$ cat src/rtl/fm_bram_reader_pkg.sv
// Shared constants, FSM state type and row-buffer type for the feature-map
// BRAM reader. The ReLU clamp option is selected with FM_READER_RELU_EN
// (see fm_row_unpack).
package fm_pkg;

    localparam int DATA_W      = 16;
    localparam int LANES       = 70;
    localparam int VALID_LANES = 10;
    localparam int NUM_ROWS    = 8;
    localparam int ADDR_W      = 5;
    localparam int RD_LAT      = 2;

    localparam int IDX_W  = 7;
    localparam int LANE_W = $clog2(VALID_LANES);
    localparam int ROW_W  = $clog2(NUM_ROWS);
    localparam int WAIT_W = (RD_LAT > 2) ? $clog2(RD_LAT) : 1;

    // WAIT lengths minus one. The first row waits RD_LAT-1 cycles; later rows
    // wait one extra cycle so every row slot is the same length as the first
    // (edge cycle + fetch + wait + stream).
    localparam logic [WAIT_W-1:0] FIRST_WAIT = WAIT_W'((RD_LAT >= 2) ? RD_LAT - 2 : 0);
    localparam logic [WAIT_W-1:0] ROW_WAIT   = WAIT_W'(RD_LAT - 1);

    localparam logic [LANE_W-1:0] LAST_LANE = LANE_W'(VALID_LANES - 1);
    localparam logic [ROW_W-1:0]  LAST_ROW  = ROW_W'(NUM_ROWS - 1);

    typedef enum logic [2:0] {
        S_IDLE,
        S_FETCH,
        S_WAIT,
        S_STREAM,
        S_DONE
    } fm_state_t;

    typedef logic [VALID_LANES-1:0][DATA_W-1:0] fm_row_t;

    // Flat word index of a lane within the pass.
    function automatic logic [IDX_W-1:0] fm_index(input logic [ROW_W-1:0]  r,
                                                  input logic [LANE_W-1:0] l);
        return IDX_W'(r) * IDX_W'(VALID_LANES) + IDX_W'(l);
    endfunction

endpackage

$ cat src/rtl/fm_bram_reader_if.sv
// Word stream from the feature-map reader to the fully-connected layer.
interface fm_bram_reader_if;
    import fm_pkg::*;

    logic              out_valid;
    logic              out_ready;
    logic [DATA_W-1:0] out_data;
    logic [IDX_W-1:0]  out_index;
    logic              out_last;

    modport master (output out_valid, out_data, out_index, out_last,
                    input  out_ready);
    modport slave  (input  out_valid, out_data, out_index, out_last,
                    output out_ready);
endinterface

$ cat src/rtl/fm_bram_reader_unpack.sv
// Row buffer and lane multiplexer. Only the low VALID_LANES lanes of the BRAM
// word are kept. With FM_READER_RELU_EN defined, negative lanes are clamped to
// zero as they are captured.
module fm_row_unpack
    import fm_pkg::*;
(
    input  logic                      clk,
    input  logic                      rst,
    input  logic                      capture,
    input  logic [LANES*DATA_W-1:0]   doutb,
    input  logic [LANE_W-1:0]         lane,
    output logic [DATA_W-1:0]         data
);

    fm_row_t buf_q;

    function automatic logic [DATA_W-1:0] clamp(input logic [DATA_W-1:0] v);
`ifdef FM_READER_RELU_EN
        return v[DATA_W-1] ? '0 : v;
`else
        return v;
`endif
    endfunction

    // Capture the populated lanes of the fetched row.
    always_ff @(posedge clk) begin
        if (rst) begin
            buf_q <= '0;
        end else if (capture) begin
            for (int i = 0; i < VALID_LANES; i++) begin
                buf_q[i] <= clamp(doutb[i*DATA_W +: DATA_W]);
            end
        end
    end

    // Present the lane currently being offered downstream.
    always_comb begin
        data = buf_q[lane];
    end

endmodule

$ cat src/rtl/fm_bram_reader.sv
// Streams the pooled feature map out of fm_bram one 16-bit lane per
// handshake, ending each pass with a sticky finish flag.
// Optional ReLU clamp: FM_READER_RELU_EN.
//
// state  | meaning
// IDLE   | waiting for a rising edge of fm_read_en
// FETCH  | BRAM enable + row address for one cycle
// WAIT   | down-count until the row word is on doutb, capture on terminal count
// STREAM | offer lanes of the buffered row, advance on each transfer
// DONE   | pass complete, finish held until the next rising edge
module fm_bram_reader
    import fm_pkg::*;
(
    input  logic                     clk,
    input  logic                     rst,
    input  logic                     fm_read_en,
    output logic                     fm_bram_enb,
    output logic [ADDR_W-1:0]        fm_bram_addrb,
    input  logic [LANES*DATA_W-1:0]  fm_bram_doutb,
    fm_bram_reader_if.master         out_if,
    output logic                     fm_read_finish
);

    fm_state_t         state;
    logic              en_d;
    logic              en_p;
    logic [ROW_W-1:0]  row;
    logic [LANE_W-1:0] lane;
    logic [LANE_W-1:0] lane_nx;
    logic [WAIT_W-1:0] wait_cnt;
    logic              capture;
    logic              valid_q;
    logic              last_q;
    logic [IDX_W-1:0]  index_q;
    logic [DATA_W-1:0] lane_data;

    // Enable history is deliberately not cleared by reset, so an enable held
    // high through reset does not look like a fresh rising edge afterwards.
    always_ff @(posedge clk) begin
        en_d <= fm_read_en;
    end

    // Rising-edge detect, next lane and capture strobe.
    always_comb begin
        en_p    = fm_read_en & ~en_d;
        lane_nx = lane + 1'b1;
        capture = (state == S_WAIT) && (wait_cnt == '0);
    end

    // Sequencer with registered BRAM and stream outputs.
    always_ff @(posedge clk) begin
        if (rst) begin
            state          <= S_IDLE;
            row            <= '0;
            lane           <= '0;
            wait_cnt       <= '0;
            fm_bram_enb    <= 1'b0;
            fm_bram_addrb  <= '0;
            valid_q        <= 1'b0;
            last_q         <= 1'b0;
            index_q        <= '0;
            fm_read_finish <= 1'b0;
        end else begin
            case (state)
                S_IDLE, S_DONE: begin
                    if (en_p) begin
                        state          <= S_FETCH;
                        row            <= '0;
                        lane           <= '0;
                        fm_bram_enb    <= 1'b1;
                        fm_bram_addrb  <= '0;
                        fm_read_finish <= 1'b0;
                    end
                end
                S_FETCH: begin
                    fm_bram_enb <= 1'b0;
                    if (!fm_read_en) begin
                        state <= S_IDLE;
                    end else begin
                        state    <= S_WAIT;
                        wait_cnt <= (row == '0) ? FIRST_WAIT : ROW_WAIT;
                    end
                end
                S_WAIT: begin
                    if (!fm_read_en) begin
                        state <= S_IDLE;
                    end else if (wait_cnt == '0) begin
                        state   <= S_STREAM;
                        valid_q <= 1'b1;
                        index_q <= fm_index(row, lane);
                        last_q  <= (row == LAST_ROW) && (lane == LAST_LANE);
                    end else begin
                        wait_cnt <= wait_cnt - 1'b1;
                    end
                end
                S_STREAM: begin
                    if (!fm_read_en) begin
                        state   <= S_IDLE;
                        valid_q <= 1'b0;
                        last_q  <= 1'b0;
                    end else if (out_if.out_ready) begin
                        if (lane != LAST_LANE) begin
                            lane    <= lane_nx;
                            index_q <= fm_index(row, lane_nx);
                            last_q  <= (row == LAST_ROW) && (lane_nx == LAST_LANE);
                        end else if (row != LAST_ROW) begin
                            state         <= S_FETCH;
                            row           <= row + 1'b1;
                            lane          <= '0;
                            valid_q       <= 1'b0;
                            last_q        <= 1'b0;
                            fm_bram_enb   <= 1'b1;
                            fm_bram_addrb <= ADDR_W'(row) + ADDR_W'(1);
                        end else begin
                            state          <= S_DONE;
                            valid_q        <= 1'b0;
                            last_q         <= 1'b0;
                            fm_read_finish <= 1'b1;
                        end
                    end
                end
                default: state <= S_IDLE;
            endcase
        end
    end

    fm_row_unpack u_unpack (
        .clk     (clk),
        .rst     (rst),
        .capture (capture),
        .doutb   (fm_bram_doutb),
        .lane    (lane),
        .data    (lane_data)
    );

    assign out_if.out_valid = valid_q;
    assign out_if.out_data  = lane_data;
    assign out_if.out_index = index_q;
    assign out_if.out_last  = last_q;

endmodule

$ cat src/flat_wrapper.sv
// flat-port wrapper written by rule: the top's interface ports become plain ports
module fm_bram_reader_flat import fm_pkg::*;
  (clk, rst, fm_read_en, fm_bram_enb, fm_bram_addrb, fm_bram_doutb, fm_read_finish, out_if_out_valid, out_if_out_data, out_if_out_index, out_if_out_last, out_if_out_ready);
  fm_bram_reader_if out_if_i ();
  input  logic clk;
  input  logic rst;
  input  logic fm_read_en;
  output logic fm_bram_enb;
  output logic [ADDR_W-1:0] fm_bram_addrb;
  input  logic [LANES*DATA_W-1:0] fm_bram_doutb;
  output logic fm_read_finish;
  output wire logic [$bits(out_if_i.out_valid)-1:0] out_if_out_valid;
  output wire logic [$bits(out_if_i.out_data)-1:0] out_if_out_data;
  output wire logic [$bits(out_if_i.out_index)-1:0] out_if_out_index;
  output wire logic [$bits(out_if_i.out_last)-1:0] out_if_out_last;
  input wire logic [$bits(out_if_i.out_ready)-1:0] out_if_out_ready;
  assign out_if_out_valid = out_if_i.out_valid;
  assign out_if_out_data = out_if_i.out_data;
  assign out_if_out_index = out_if_i.out_index;
  assign out_if_out_last = out_if_i.out_last;
  assign out_if_i.out_ready = out_if_out_ready;
  fm_bram_reader u_core (.clk(clk), .rst(rst), .fm_read_en(fm_read_en), .fm_bram_enb(fm_bram_enb), .fm_bram_addrb(fm_bram_addrb), .fm_bram_doutb(fm_bram_doutb), .out_if(out_if_i), .fm_read_finish(fm_read_finish));
endmodule
$ cat config.mk
export PLATFORM = sky130hd
export DESIGN_NAME = fm_bram_reader_flat
export DESIGN_NICKNAME = d
export VERILOG_FILES = /design/src/rtl/fm_bram_reader_pkg.sv /design/src/rtl/fm_bram_reader_if.sv /design/src/rtl/fm_bram_reader_unpack.sv /design/src/rtl/fm_bram_reader.sv /design/src/flat_wrapper.sv
export SDC_FILE = /design/constraint.sdc
export NUM_CORES = 1
export LEC_CHECK = 0
export ABC_AREA = 1
export BUFFER_PORTS_ARGS = -buffer_cell sky130_fd_sc_hd__buf_2
export CAP_MARGIN = 20
export CELL_PAD_IN_SITES_DETAIL_PLACEMENT = 0
export CELL_PAD_IN_SITES_GLOBAL_PLACEMENT = 2
export CORE_AREA = 2 2 456 458
export DETAILED_ROUTE_END_ITERATION = 6
export DIE_AREA = 0 0 458 460
export GPL_ROUTABILITY_DRIVEN = 0
export PLACE_DENSITY_LB_ADDON = 0.15
export SLEW_MARGIN = 20
export SYNTH_ARGS = -nofsm -noshare
export SYNTH_HDL_FRONTEND = slang
export SYNTH_SLANG_ARGS = --single-unit
$ cat constraint.sdc
create_clock -name clk -period 2.7 [get_ports clk]
set_input_delay 0.405 -clock clk [delete_from_list [all_inputs] [get_ports clk]]
set_output_delay 0.405 -clock clk [all_outputs]
set_load 0.005 [all_outputs]
==> summary.md <==
| Metric | Value |
|---|---|
| Largest net degree at the start of global routing | 75 |
| Fillers | 24348 |
| Crit path max fanout | 8 |
| Worst hold path class | input port to flip-flop |
| Core ar. | 206000 sq um |
| Clock sink count | 184 |
| CTS buffer count | 17 |
| Post-route ant nets | 0 |
| #FFs+latches synth | 184 |
| Syn Nets | 2397 |
| Synth area leader | dfxtp_1 |
| Max-slew headroom | 48.1% |
| Final wirelength | 66000 microns |
| Initial Util | 4.21% |
| Post-synth EDFFs | 0 |
| Hold-fix buffers, CTS | 0 |
| CP Launch Type | flip-flop |
| Max Fclk | 0.336 GHz |
| IO buf count | 194 |
| Synth Flop Type | dfxtp_1 |
| H-tree depth reported by CTS | 4 |
| Setup Viol. Count Final | 13 |
| Failing checks | setup timing |
| DR pass1 iterations | 4 |
| Most frequent cells in the layout | nor2_1 (411), buf_2 (183), dfxtp_1 (182) |
| Layout cell share with drive strength beyond 1 | 29.4% |
| Setup ws final | -0.275 ns |
| Nets | 2620 |
| Min Tclk post-route | 2.98 ns |
| Cell Pwr Density | ~420 nW/um^2 |
| Routed vias/inst | approximately 2.2 |
| Worst path arrival time | 2.57 ns |
| FFs w/ async S/R, synth | 0% |
| Synth unique cells | 30 |
| Synth Area per Inst | 6.88 sq um |
| Die width | around 460 microns |
| Grt total ovfl | 0 |
| Footprint of the multi-input gates | ~4700 sq um |
| Ranking of synthesized cells by area | dfxtp_1 (42%), nor2_1 (19%), o21ai_0 (11%), nand2_1 (6.5%), o211ai_1 (2.9%) |
| Vias in the first global route | 9781 |
| Seq. cell area | 3690 sq um |
| Skew-Pair Late Insertion Delay | between 0.5 and 0.6 ns |
| Final Util | 7.24% |
| Area growth, synth to finish | 72.1% |
| Vias | 9136 |
| Final Skew | ~0.022 ns |
| Leakage | 5.63 nW |
| Starting DRT DRC Count | between 300 and 400 |
| Synthesized instance count | 1260 |
| Commonest non-fill, non-tap cell in the layout | nor2_1 |
| Hold_sp | fm_bram_doutb[84] |
| CTS tree | done |
| Run status | finished, violations left |
| Site Rows | between 150 and 200 |
| Peak supply drop | slightly above 0.5 mV |
| Max clock buf depth | 2 |
| FF-to-FF Start | u_core.lane[1]$_SDFFE_PP0P_ |
| # IOs | roughly 1200 |
| Die height | ~460 microns |
| Hold Fails Final Rpt | 0 |
| Final HPWL DP | 45600 microns |
| Tightest Pin Transition | 0.775 ns |
| Critical path capture point type | output port |
| First-pass GRT wire length | 88300 microns |
| Required time worst endpoint | between 2 and 2.5 ns |
| Max-Cap Viols | 0 |
| Setup CP Type | flip-flop to output port |
| Die area | 211000 sq um |
| Mapped Area | 8670 sq um |
| GRT Util Overall | 6.29% |
| Seq/Total Area, Yosys | between 40% and 50% |
| Register clock-pin slew on the reported worst setup and hold paths | 0.09 ns |
| Post-route insts no fill | 4202 |
| Synth Warn # | 0 |
| Worst Setup SP | u_core.lane[0]$_SDFFE_PP0P_ |
| Inst Count DP | 4118 |
| Residual DRC | 0 |
| CTS Root Cell | clkbuf_16 |
| Fin crit share | 110% |
| Slew Limit Fails | 0 |
| TNS Setup | -1.75 ns |
| Post-synth top area share | 42.5% |
| Avg WL per Cell | 15.7 microns |
| RSZ-0062 raised after global routing | yes |
| Initial antenna violation count | 22 |
## flip-flops by register name (all words and copies together), names as in the netlist
name and count:
u_core.state 3, u_core.wait_cnt 1, u_core.out_if.out_last 1, u_core.lane 4, u_core.out_if.out_index 7, u_core.u_unpack.buf_q 160
u_core.out_if.out_valid 1, u_core.fm_read_finish 1, u_core.row 2, u_core.en_d 1, u_core.fm_bram_addrb 2, u_core.fm_bram_enb 1
## worst paths after layout
path	endpoint	slack, ns	depth (start not counted)
setup / recovery	out_if_out_data[11]	-0.28	9
hold / removal	u_core.u_unpack.buf_q[84]$_SDFFE_PP0P_	0.09	3
setup reg to reg	u_core.out_if.out_index[5]$_SDFFE_PP0P_	0.17	17
hold reg to reg	u_core.fm_bram_addrb[3]$_SDFFE_PP0P_	0.49	2
## cells by family (layout without fill, tap and decap cells)
group / after synthesis / in the layout / share of synthesized area (%)
buffers and inverters: 120 / 356 / 7.42
other: 1 / 3 / 0.0433
AOI/OAI and AO/OA: 282 / 282 / 17.2
and+or+nand+nor: 658 / 658 / 30.6
xor gates and xnor gates: 2 / 2 / 0.202
adders and majority gates: 13 / 13 / 1.96
DFF: 184 / 184 / 42.5
## stage by stage
stage | power [mW] | worst slack, ns | area [sq um] | hold slack (ns)
after floorplan | 3.08 | 0.239 | 8670 | 0.433
after global placement | 3.43 | -0.113 | 13000 | 0.474
after detailed placement | 3.42 | -0.123 | 13000 | 0.477
after CTS | 6.61 | -0.366 | 14700 | 0.0200
after global routing | 6.72 | -0.342 | 14900 | 0.0440
final | 6.32 | -0.275 | 14900 | 0.0944
## power by group
part	internal [mW]	switching, mW	leakage [nW]
logic	0.208	0.330	3.84
clock network	1.43	1.54	0.302
registers	2.77	0.0439	1.49
total	4.41	1.92	5.63
## area by class of cell
| cell class | count | share of cell area [%] |
|---|---|---|
| multi-input cells | 956 | 31.2 |
| clock buffers | 18 | 2.94 |
| flip-flops and latches | 184 | 24.7 |
| inverters | 32 | 1.02 |
| well taps | 2704 | 22.7 |
| diodes | 2 | 0.0336 |
| clock inverters | 14 | 1.21 |
| repair buffers | 292 | 16.2 |
## worst max-delay path, cell delays in order (launching register included)
cell and delay [ns]:
dfxtp_4 0.38, buf_12 0.15, buf_16 0.15, buf_6 0.12, o21ai_0 0.06, o211ai_1 0.63, nand3_2 0.15, buf_6 0.18
nand2_2 0.06, buf_2 0.11
## cell usage after synthesis, drive strengths merged, types with 3 or more instances
master  count
a21oi      16
buf        43
clkbuf     45
dfxtp     184
ha         12
inv        31
nand2     156
nand3      34
nand3b      3
nand4       5
nor2      459
o211ai     33
o21ai     233
## routing by layer
metal	GRT usage (%)	vias up	part of all wire, %
li1	-	4539	-
met1	8.18	4331	47
met5	0	-	0.059
met4	1.39	6	1.2
met3	1.26	55	3.4
met2	10.6	205	48
## timing repair
item,4_1_cts,5_1_grt
pin swaps,41,35
setup buffers,31,10
gates cloned,13,0
resized for setup,127,53
setup endpoints to repair,16,20
Power figures use the tool's default switching activity.
